File: config.mk
export PLATFORM = sky130hd
export DESIGN_NAME = scan_code_event_fifo_flat
export DESIGN_NICKNAME = d
export VERILOG_FILES = /design/src/rtl/scan_code_event_fifo_if.sv /design/src/rtl/scan_code_event_fifo.sv /design/src/flat_wrapper.sv
export SDC_FILE = /design/constraint.sdc
export NUM_CORES = 1
export LEC_CHECK = 0
export BUFFER_PORTS_ARGS = -buffer_cell sky130_fd_sc_hd__clkbuf_2
export CORE_UTILIZATION = 64
export DETAILED_ROUTE_END_ITERATION = 10
export PLACE_DENSITY = 0.91
export SLEW_MARGIN = 40
export SYNTH_ARGS = -nofsm -noshare
export SYNTH_HDL_FRONTEND = slang
export SYNTH_SLANG_ARGS = --single-unit
File: constraint.sdc
create_clock -name fclk -period 4.3 [get_ports fclk]
set_input_delay 0.43 -clock fclk [delete_from_list [all_inputs] [get_ports fclk]]
set_output_delay 0.43 -clock fclk [all_outputs]
set_load 0.01 [all_outputs]
File: src/rtl/scan_code_event_fifo_if.sv
// ----------------------------------------------------------------------------
// scan_code_event_fifo_if: byte input, event output and status bundle
// Revision: 1.0
// ----------------------------------------------------------------------------
`default_nettype none

interface scan_code_event_fifo_if #(
  parameter int AW = 3
);
  logic [7:0]  scan_code;
  logic        scan_valid;
  logic        evt_ready;
  logic        clr_ovf;
  logic        evt_valid;
  logic [7:0]  evt_code;
  logic        evt_break;
  logic        evt_ext;
  logic [AW:0] level;
  logic        overflow;
  logic        seq_err;

  modport master (
    output scan_code, scan_valid, evt_ready, clr_ovf,
    input  evt_valid, evt_code, evt_break, evt_ext, level, overflow, seq_err
  );

  modport slave (
    input  scan_code, scan_valid, evt_ready, clr_ovf,
    output evt_valid, evt_code, evt_break, evt_ext, level, overflow, seq_err
  );
endinterface

`default_nettype wire

File: src/rtl/scan_code_event_fifo.sv
// ----------------------------------------------------------------------------
// scan_code_event_fifo: E0/F0 prefix decoder feeding a show-ahead event FIFO
// Revision: 1.0
// ----------------------------------------------------------------------------
`default_nettype none

module scan_code_event_fifo #(
  parameter int DEPTH = 8,
  parameter int AW    = 3
) (
  input  logic                 fclk,
  input  logic                 rst_n,
  scan_code_event_fifo_if.slave bus
);

  typedef enum logic [1:0] {
    ST_IDLE   = 2'd0,
    ST_EXT    = 2'd1,
    ST_BRK    = 2'd2,
    ST_EXTBRK = 2'd3
  } state_t;

  localparam logic [AW:0] c_full_level = (AW+1)'(DEPTH);

  state_t        state_q, state_d;
  logic          seq_err_q, seq_err_d;
  logic          overflow_q, overflow_d;
  logic [AW-1:0] wr_ptr_q, wr_ptr_d;
  logic [AW-1:0] rd_ptr_q, rd_ptr_d;
  logic [AW:0]   level_q, level_d;
  logic [9:0]    mem_q [DEPTH];

  logic       push;
  logic [9:0] evt_word;
  logic       full, empty, pop, wr_en, drop;
  logic [9:0] head;

  // Prefix decoder: only bytes that complete a key code produce an event.
  always_comb begin
    state_d   = state_q;
    seq_err_d = 1'b0;
    push      = 1'b0;
    evt_word  = {(state_q == ST_EXT) || (state_q == ST_EXTBRK),
                 (state_q == ST_BRK) || (state_q == ST_EXTBRK),
                 bus.scan_code};
    if (bus.scan_valid) begin
      case (bus.scan_code)
        8'hE0: begin
          seq_err_d = (state_q != ST_IDLE);
          state_d   = ST_EXT;
        end
        8'hF0: begin
          case (state_q)
            ST_IDLE: state_d = ST_BRK;
            ST_EXT:  state_d = ST_EXTBRK;
            default: begin
              seq_err_d = 1'b1;
              state_d   = ST_IDLE;
            end
          endcase
        end
        8'h00, 8'hFF: begin
          seq_err_d = 1'b1;
          state_d   = ST_IDLE;
        end
        default: begin
          push    = 1'b1;
          state_d = ST_IDLE;
        end
      endcase
    end
  end

  // Occupancy comes from the level counter so a full FIFO never looks empty.
  always_comb begin
    full       = (level_q == c_full_level);
    empty      = (level_q == '0);
    pop        = !empty && bus.evt_ready;
    wr_en      = push && (!full || pop);
    drop       = push && full && !pop;
    wr_ptr_d   = wr_en ? wr_ptr_q + AW'(1) : wr_ptr_q;
    rd_ptr_d   = pop ? rd_ptr_q + AW'(1) : rd_ptr_q;
    level_d    = level_q;
    if (wr_en && !pop) begin
      level_d = level_q + (AW+1)'(1);
    end else if (!wr_en && pop) begin
      level_d = level_q - (AW+1)'(1);
    end
    overflow_d = drop ? 1'b1 : (bus.clr_ovf ? 1'b0 : overflow_q);
  end

  always_ff @(posedge fclk or negedge rst_n) begin
    if (!rst_n) begin
      state_q    <= ST_IDLE;
      seq_err_q  <= 1'b0;
      overflow_q <= 1'b0;
      wr_ptr_q   <= '0;
      rd_ptr_q   <= '0;
      level_q    <= '0;
    end else begin
      state_q    <= state_d;
      seq_err_q  <= seq_err_d;
      overflow_q <= overflow_d;
      wr_ptr_q   <= wr_ptr_d;
      rd_ptr_q   <= rd_ptr_d;
      level_q    <= level_d;
    end
  end

  // Storage needs no reset: it is only observed through a non-zero level.
  always_ff @(posedge fclk) begin
    if (wr_en) begin
      mem_q[wr_ptr_q] <= evt_word;
    end
  end

  assign head          = mem_q[rd_ptr_q];
  assign bus.evt_valid = !empty;
  assign bus.evt_code  = empty ? 8'h00 : head[7:0];
  assign bus.evt_break = empty ? 1'b0 : head[8];
  assign bus.evt_ext   = empty ? 1'b0 : head[9];
  assign bus.level     = level_q;
  assign bus.overflow  = overflow_q;
  assign bus.seq_err   = seq_err_q;

endmodule

`default_nettype wire

File: src/flat_wrapper.sv
// flat-port wrapper written by rule: the top's interface ports become plain ports
module scan_code_event_fifo_flat 
#(
  parameter int DEPTH = 8,
  parameter int AW    = 3
)
  (fclk, rst_n, bus_scan_code, bus_scan_valid, bus_evt_ready, bus_clr_ovf, bus_evt_valid, bus_evt_code, bus_evt_break, bus_evt_ext, bus_level, bus_overflow, bus_seq_err);
  scan_code_event_fifo_if #(.AW(AW)) bus_i ();
  input  logic fclk;
  input  logic rst_n;
  input wire logic [$bits(bus_i.scan_code)-1:0] bus_scan_code;
  input wire logic [$bits(bus_i.scan_valid)-1:0] bus_scan_valid;
  input wire logic [$bits(bus_i.evt_ready)-1:0] bus_evt_ready;
  input wire logic [$bits(bus_i.clr_ovf)-1:0] bus_clr_ovf;
  output wire logic [$bits(bus_i.evt_valid)-1:0] bus_evt_valid;
  output wire logic [$bits(bus_i.evt_code)-1:0] bus_evt_code;
  output wire logic [$bits(bus_i.evt_break)-1:0] bus_evt_break;
  output wire logic [$bits(bus_i.evt_ext)-1:0] bus_evt_ext;
  output wire logic [$bits(bus_i.level)-1:0] bus_level;
  output wire logic [$bits(bus_i.overflow)-1:0] bus_overflow;
  output wire logic [$bits(bus_i.seq_err)-1:0] bus_seq_err;
  assign bus_i.scan_code = bus_scan_code;
  assign bus_i.scan_valid = bus_scan_valid;
  assign bus_i.evt_ready = bus_evt_ready;
  assign bus_i.clr_ovf = bus_clr_ovf;
  assign bus_evt_valid = bus_i.evt_valid;
  assign bus_evt_code = bus_i.evt_code;
  assign bus_evt_break = bus_i.evt_break;
  assign bus_evt_ext = bus_i.evt_ext;
  assign bus_level = bus_i.level;
  assign bus_overflow = bus_i.overflow;
  assign bus_seq_err = bus_i.seq_err;
  scan_code_event_fifo #(.DEPTH(DEPTH), .AW(AW)) u_core (.fclk(fclk), .rst_n(rst_n), .bus(bus_i));
endmodule
Yosys cells after proc, flatten, opt, wreduce, memory -nomap -nowiden

Memory sizes are Yosys's and may differ from the RTL's.
Index checks and enable logic that the tools add are counted.

Reductions and logical operators: 22
Multiplexer cells: 16
$add $sub $neg: 4
Equality and inequality tests: 7

Operators by type and width:

| operator              | number |
|---|---|
| $eq A8 B8 Y1 const B  | 3 |
| $mux W1               | 10 |
| $logic_not A8 Y1      | 1 |
| $mux W4               | 2 |
| $mux W8               | 1 |
| $pmux W2 S2           | 2 |
| $add A3 B1 Y3 const B | 2 |
| $logic_and A1 B1 Y1   | 6 |
| $reduce_bool A2 Y1    | 3 |
| $add A4 B1 Y4 const B | 1 |
| $eq A2 B2 Y1 const B  | 2 |
| $eq A4 B4 Y1 const B  | 1 |
| $logic_not A1 Y1      | 4 |
| $logic_not A4 Y1      | 1 |
| $reduce_or A2 Y1      | 2 |
| $reduce_or A4 Y1      | 1 |
| $sub A4 B1 Y4 const B | 1 |
| $logic_or A1 B1 Y1    | 3 |
| $pmux W1 S3           | 1 |
| $eq A2 B1 Y1 const B  | 1 |
| $logic_not A2 Y1      | 1 |

Memories: 1
Register bits: 14
Input bits: 13
Memory bits (writable): 80

Memories:

| name         | depth | width | rd ports | clocked after Yosys merged registers in | write ports | RTL line                   | RTL |
|---|---|---|---|---|---|---|---|
| u_core.mem_q | 8     | 10    | 1        | 0                                       | 1           | scan_code_event_fifo.sv:31 | `logic [9:0] mem_q [DEPTH];` |

Longest topological paths before layout

Depth in word-level cells: 9
Depth in mapped cells: 11
Mapped depth without buffers: 10

Worst setup path before layout

Ideal clock, no wire load.

Kind: reg-to-reg
From: register u_core.level_q[0] (netlist: u_core.bus.level[0])
To: register u_core.level_q[3] (netlist: u_core.bus.level[3])
Setup slack: 1850 ps
Buffers on the path: 1
Arrival time: 2370 ps
Stages on the path, launching flop included: 12
Cell sequence: dfrtp_1 nor3_1 a21oi_1 and3_4 buf_6 ha_1 inv_1 ha_1 a21o_1 a21oi_1 mux2i_1 xnor2_1

Cells in the longest elaborated chain, start to end: 8
Elaborated cells on any way between the ends: 16
Those cells by class: 2 x add/sub; 1 x eq/ne; 2 x mux; 11 x reduce/logical

Ends and longest elaborated chain:

| item                         | RTL line                    | RTL |
|---|---|---|
| start: declaration           | scan_code_event_fifo.sv:30  | `logic [AW:0] level_q, level_d;` |
| start signal: assignment     | scan_code_event_fifo.sv:106 | `level_q <= level_d;` |
| $logic_not A4 Y1             | scan_code_event_fifo.sv:77  | `empty = (level_q == '0);` |
| $logic_not A1 Y1             | scan_code_event_fifo.sv:78  | `pop = !empty && bus.evt_ready;` |
| $logic_and A1 B1 Y1          | scan_code_event_fifo.sv:78  |  |
| $logic_or A1 B1 Y1 *         | scan_code_event_fifo.sv:79  | `wr_en = push && (!full \|\| pop);` |
| $logic_and A1 B1 Y1 *        | scan_code_event_fifo.sv:79  |  |
| net u_core.wr_en             | scan_code_event_fifo.sv:35  | `logic full, empty, pop, wr_en, drop;` |
| $logic_not A1 Y1             | scan_code_event_fifo.sv:86  | `end else if (!wr_en && pop) begin` |
| $logic_and A1 B1 Y1          | scan_code_event_fifo.sv:86  |  |
| $reduce_bool A2 Y1 (no line) | -                           |  |

The timed path passes the listed nets; every way through them passes the cells marked *. The select of a mux whose other input is x is not followed.
A chain may end at the register's enable or synchronous reset.

Final worst setup path

From: register u_core.rd_ptr_q[0]
To: output bus_evt_code[4]

Cells in the longest elaborated chain, start to end: 2

Ends and longest elaborated chain:

| item                     | RTL line                    | RTL |
|---|---|---|
| start: declaration       | scan_code_event_fifo.sv:29  | `logic [AW-1:0] rd_ptr_q, rd_ptr_d;` |
| start signal: assignment | scan_code_event_fifo.sv:105 | `rd_ptr_q <= rd_ptr_d;` |
| $mem_v2 Z8 W10           | -                           |  |
| $mux W8                  | scan_code_event_fifo.sv:119 | `assign bus.evt_code = empty ? 8'h00 : head[7:0];` |
| end: declaration         | flat_wrapper.sv:16          | `output wire logic [$bits(bus_i.evt_code)-1:0] bus_evt_code;` |

No other way between the ends.

==> impl_metrics.prom <==
# TYPE chip_impl_metric gauge
chip_impl_metric{name="report.final.setup_viol",unit=""} 0
chip_impl_metric{name="syn_avg_cell_area",unit="µm²"} 18.7
chip_impl_metric{name="pre_cts_ws",unit="ns"} 1.50
chip_impl_metric{name="min_period_over_period",unit="%"} 64.2
chip_impl_metric{name="grt_overflow_total",unit=""} 0
chip_impl_info{name="crit_path_end_kind",value="output port"} 1
chip_impl_info{name="rsz0062_at_grt",value="false"} 1
chip_impl_metric{name="drtIter0Drc",unit=""} 141
chip_impl_metric{name="ios",unit=""} 30
chip_impl_metric{name="yosys.area.top_type_share",unit="%"} 61.6
chip_impl_metric{name="chipHeight",unit="µm"} 80.1
chip_impl_metric{name="worst_path_largest_cell_delay",unit="ns"} 0.68
chip_impl_metric{name="postSynth.asyncResetShare",unit="%"} 14.9
chip_impl_info{name="synth_top_cells_by_count",value="edfxtp_1, mux4_2, dfrtp_1"} 1
chip_impl_metric{name="layout-area-overhead-vs-synth",unit="%"} 11.4
chip_impl_metric{name="synth_cell_types",unit=""} 38
chip_impl_metric{name="number_of_antenna_diodes",unit=""} 0
chip_impl_metric{name="cts_buffer_depth",unit=""} 2
chip_impl_metric{name="synth_seq_area_share",unit="%"} 70.6
chip_impl_metric{name="h-tree-depth",unit=""} 3
chip_impl_metric{name="number_of_nets_in_the_synthesized_netlist",unit=""} 228
chip_impl_metric{name="final-hold-violation-count",unit=""} 0
chip_impl_metric{name="timing.critical_path.depth",unit=""} 5
chip_impl_metric{name="firstDrtPassIters",unit=""} 4
chip_impl_metric{name="relSlewSlack",unit="%"} 49.6
chip_impl_metric{name="first_global_vias",unit=""} 2061
chip_impl_metric{name="hold-path-cell-count",unit=""} 2
chip_impl_metric{name="postCtsResizedCells",unit=""} 0
chip_impl_info{name="synth-main-ff-cell",value="edfxtp_1"} 1
chip_impl_metric{name="finalSetupTns",unit="ns"} 0
chip_impl_metric{name="critPathRequiredTime",unit="ns"} 3.87
chip_impl_info{name="cts_tree",value="yes"} 1
chip_impl_metric{name="arrival",unit="ns"} 2.33
chip_impl_metric{name="pin_count_of_the_biggest_net_entering_global_routing",unit=""} 23
chip_impl_metric{name="numCtsBuffers",unit=""} 9
chip_impl_metric{name="grt_first_pass_wirelength",unit="mm"} 11.0
chip_impl_metric{name="synth_edf_count",unit=""} 80
chip_impl_metric{name="tightestPinTransition",unit="ns"} 0.756
chip_impl_metric{name="post-route-min-period",unit="ns"} 2.76
chip_impl_info{name="netlist.top_cell.by_area",value="edfxtp_1"} 1
chip_impl_metric{name="drive_gt1_share",unit="%"} 29.7
chip_impl_metric{name="ir_worst_vdd",unit="V"} 0.000519
chip_impl_info{name="crit_chain",value="buf_4 -> mux4_2 -> mux2i_1 -> nor2_1 -> clkbuf_2"} 1
chip_impl_metric{name="post-route-util",unit="%"} 73.8
chip_impl_info{name="post-synth-top-count-cell",value="edfxtp_1"} 1
chip_impl_metric{name="initial_utilization",unit="%"} 66.2
chip_impl_metric{name="dieArea",unit="µm²"} 6410
chip_impl_info{name="crit_slowest_cell",value="dfrtp_1"} 1
chip_impl_metric{name="hpwlAfterDp",unit="mm"} 4.50
chip_impl_info{name="worst-setup-path-type",value="flip-flop to output port"} 1
chip_impl_metric{name="worst_skew_pair.late_latency",unit="ns"} 0.34
chip_impl_metric{name="area_of_the_mapped_netlist",unit="µm²"} 3900
chip_impl_metric{name="clock_sinks",unit=""} 94
chip_impl_metric{name="detail_route.wl_per_cell",unit="µm"} 21.9
chip_impl_info{name="critical_path.startpoint_type",value="flip-flop"} 1
chip_impl_metric{name="drt_drc_violations_left",unit=""} 0
chip_impl_metric{name="number_of_nets_in_the_layout",unit=""} 263
chip_impl_metric{name="drt_wl_total",unit="mm"} 7.10
chip_impl_info{name="cts_root_buf",value="clkbuf_8"} 1
chip_impl_metric{name="port_buffers",unit=""} 29
chip_impl_metric{name="timing.reg2reg.worst_path_depth",unit=""} 10
chip_impl_metric{name="detail-route-antenna-nets",unit=""} 0
chip_impl_metric{name="syn_inst",unit=""} 209
chip_impl_metric{name="number_of_antenna_violations_at_the_first_check_in_global_routing",unit=""} 0
chip_impl_metric{name="maxClockFrequency",unit="MHz"} 362
chip_impl_info{name="cpLargestDelayFamily",value="multiplexers"} 1
chip_impl_metric{name="core",unit="µm²"} 5890
chip_impl_info{name="run_status",value="finished, final reports clean"} 1
chip_impl_metric{name="cts.clk_slew.worst_paths",unit="ns"} 0.08
chip_impl_metric{name="synth-seq-cells",unit=""} 94
chip_impl_metric{name="globalplace.congestion",unit=""} 0.838
chip_impl_info{name="worst_hold_path_type",value="input pin to flip-flop"} 1
chip_impl_metric{name="cp_max_fo",unit=""} 14
chip_impl_metric{name="total_leakage_power",unit="nW"} 1.56
chip_impl_metric{name="critical_path_buf_inv_count",unit=""} 2
chip_impl_metric{name="number_of_slew_limit_violations_in_the_final_report",unit=""} 0
chip_impl_metric{name="placementRows",unit=""} 28
chip_impl_metric{name="yosysWarnings",unit=""} 0
chip_impl_metric{name="ratio_of_total_power_to_cell_area",unit="nW/µm²"} 650
chip_impl_metric{name="post-layout-total-power",unit="mW"} 2.82
chip_impl_metric{name="maxCapViolations",unit=""} 0
chip_impl_metric{name="clock-skew-final",unit="ns"} 0.00566
chip_impl_metric{name="layout_setup_ws",unit="ns"} 1.54
chip_impl_metric{name="vias",unit=""} 2037
chip_impl_info{name="yosys-top-cells-area",value="edfxtp_1, mux4_2, dfrtp_1"} 1
chip_impl_metric{name="grtUsageTotal",unit="%"} 25.2
chip_impl_metric{name="route.detailed.vias_per_inst",unit=""} 6.29
chip_impl_metric{name="die_x",unit="µm"} 80.1
## sequential cells by signal, indices dropped and copies added, names as in the netlist
| name | count |
|---|---|
| u_core.state_q | 2 |
| u_core.wr_ptr_q | 3 |
| u_core.bus.seq_err | 1 |
| u_core.bus.overflow | 1 |
| u_core.rd_ptr_q | 3 |
| u_core.bus.level | 4 |
| u_core.mem_q | 80 |
## worst reg2reg max path: cells and delay by family, from the launching register on
kind | cells | cell delay, ns
compound gates | 3 | 0.50
xor+xnor | 1 | 0.14
fa+ha+maj | 2 | 0.47
buf+inv | 1 | 0.13
flops | 1 | 0.48
mux | 1 | 0.24
simple gates | 2 | 0.63
## metrics by stage
| step | hold WS, ns | area [µm²] | instances |
|---|---|---|---|
| after global placement | 0.356 | 4120 | 306 |
| after floorplan | 0.134 | 3900 | 209 |
| after detailed placement | 0.364 | 4130 | 307 |
| final | 0.278 | 4340 | 324 |
| after global routing | 0.271 | 4340 | 324 |
| after CTS | 0.268 | 4340 | 324 |
## power breakdown
part	total (mW)	switching, mW	internal [mW]
logic	0.868	0.406	0.462
clock network	0.601	0.274	0.327
registers	1.35	0.198	1.16
## kinds of logic after synthesis
group	count (synthesis)	share of synthesized area, %
simple gates	40	6.61
flops	94	70.6
mux	34	15.2
fa+ha+maj	6	2.12
compound gates	13	2.02
buf+inv	15	1.83
xor+xnor	7	1.57
## final cells by class
type / instances / area (µm²)
clock buffers: 12 / 135
clock inverters: 4 / 71.3
fillers: 339 / 1540
inverters: 6 / 22.5
multi-input cells: 100 / 1090
flip-flops and latches: 94 / 2750
well taps: 75 / 93.8
repair buffers: 33 / 178
## worst paths after layout
path	endpoint	start	slack (ns)
max in group asynchronous	u_core.rd_ptr_q[1]$_DFFE_PN0N_	rst_n	3.49
worst max-delay path	bus_evt_code[4]	u_core.rd_ptr_q[0]$_DFFE_PN0N_	1.54
worst min register to register	u_core.bus.overflow$_DFFE_PN0P_	u_core.bus.overflow$_DFFE_PN0P_	0.54
worst max register to register	u_core.bus.level[3]$_DFFE_PN0P_	u_core.bus.level[0]$_DFFE_PN0P_	1.64
min in group asynchronous	u_core.bus.level[0]$_DFFE_PN0P_	rst_n	0.52
worst min-delay path	u_core.bus.overflow$_DFFE_PN0P_	bus_clr_ovf	0.28
## layout by cell type (no fill, tap or decap), types with 2 or more instances in the layout
cell type and instances:
buf_4 3, ha_1 5, inv_1 6, clkbuf_1 3, mux2i_1 11, a21oi_1 4, and3_1 3, clkbuf_8 9
nor4_2 2, o22ai_1 3, mux2_2 3, mux4_2 20, clkbuf_2 29, edfxtp_1 80, nor2_1 13, o21ai_0 2
dfrtp_1 13, nand3_1 4, nand2_1 5, and4b_1 3, xnor2_1 6, bufinv_16 2
## what timing repair did
item                                    4_1_cts  5_1_grt
endpoints found under the hold margin        14        0
hold buffers                                  1        0
endpoints found under the setup margin        0        0
buffers inserted                              0        0
## per-layer routing
layer,part of all wire [%],track usage [%],vias up,wire (µm)
li1,-,-,903,-
met1,41,32.5,1048,2940
met2,51,41.0,72,3640
met3,5.0,5.45,14,356
met4,2.3,12.3,0,163
met5,0,0,-,0
Note: power is estimated with default switching activity, not from simulation.
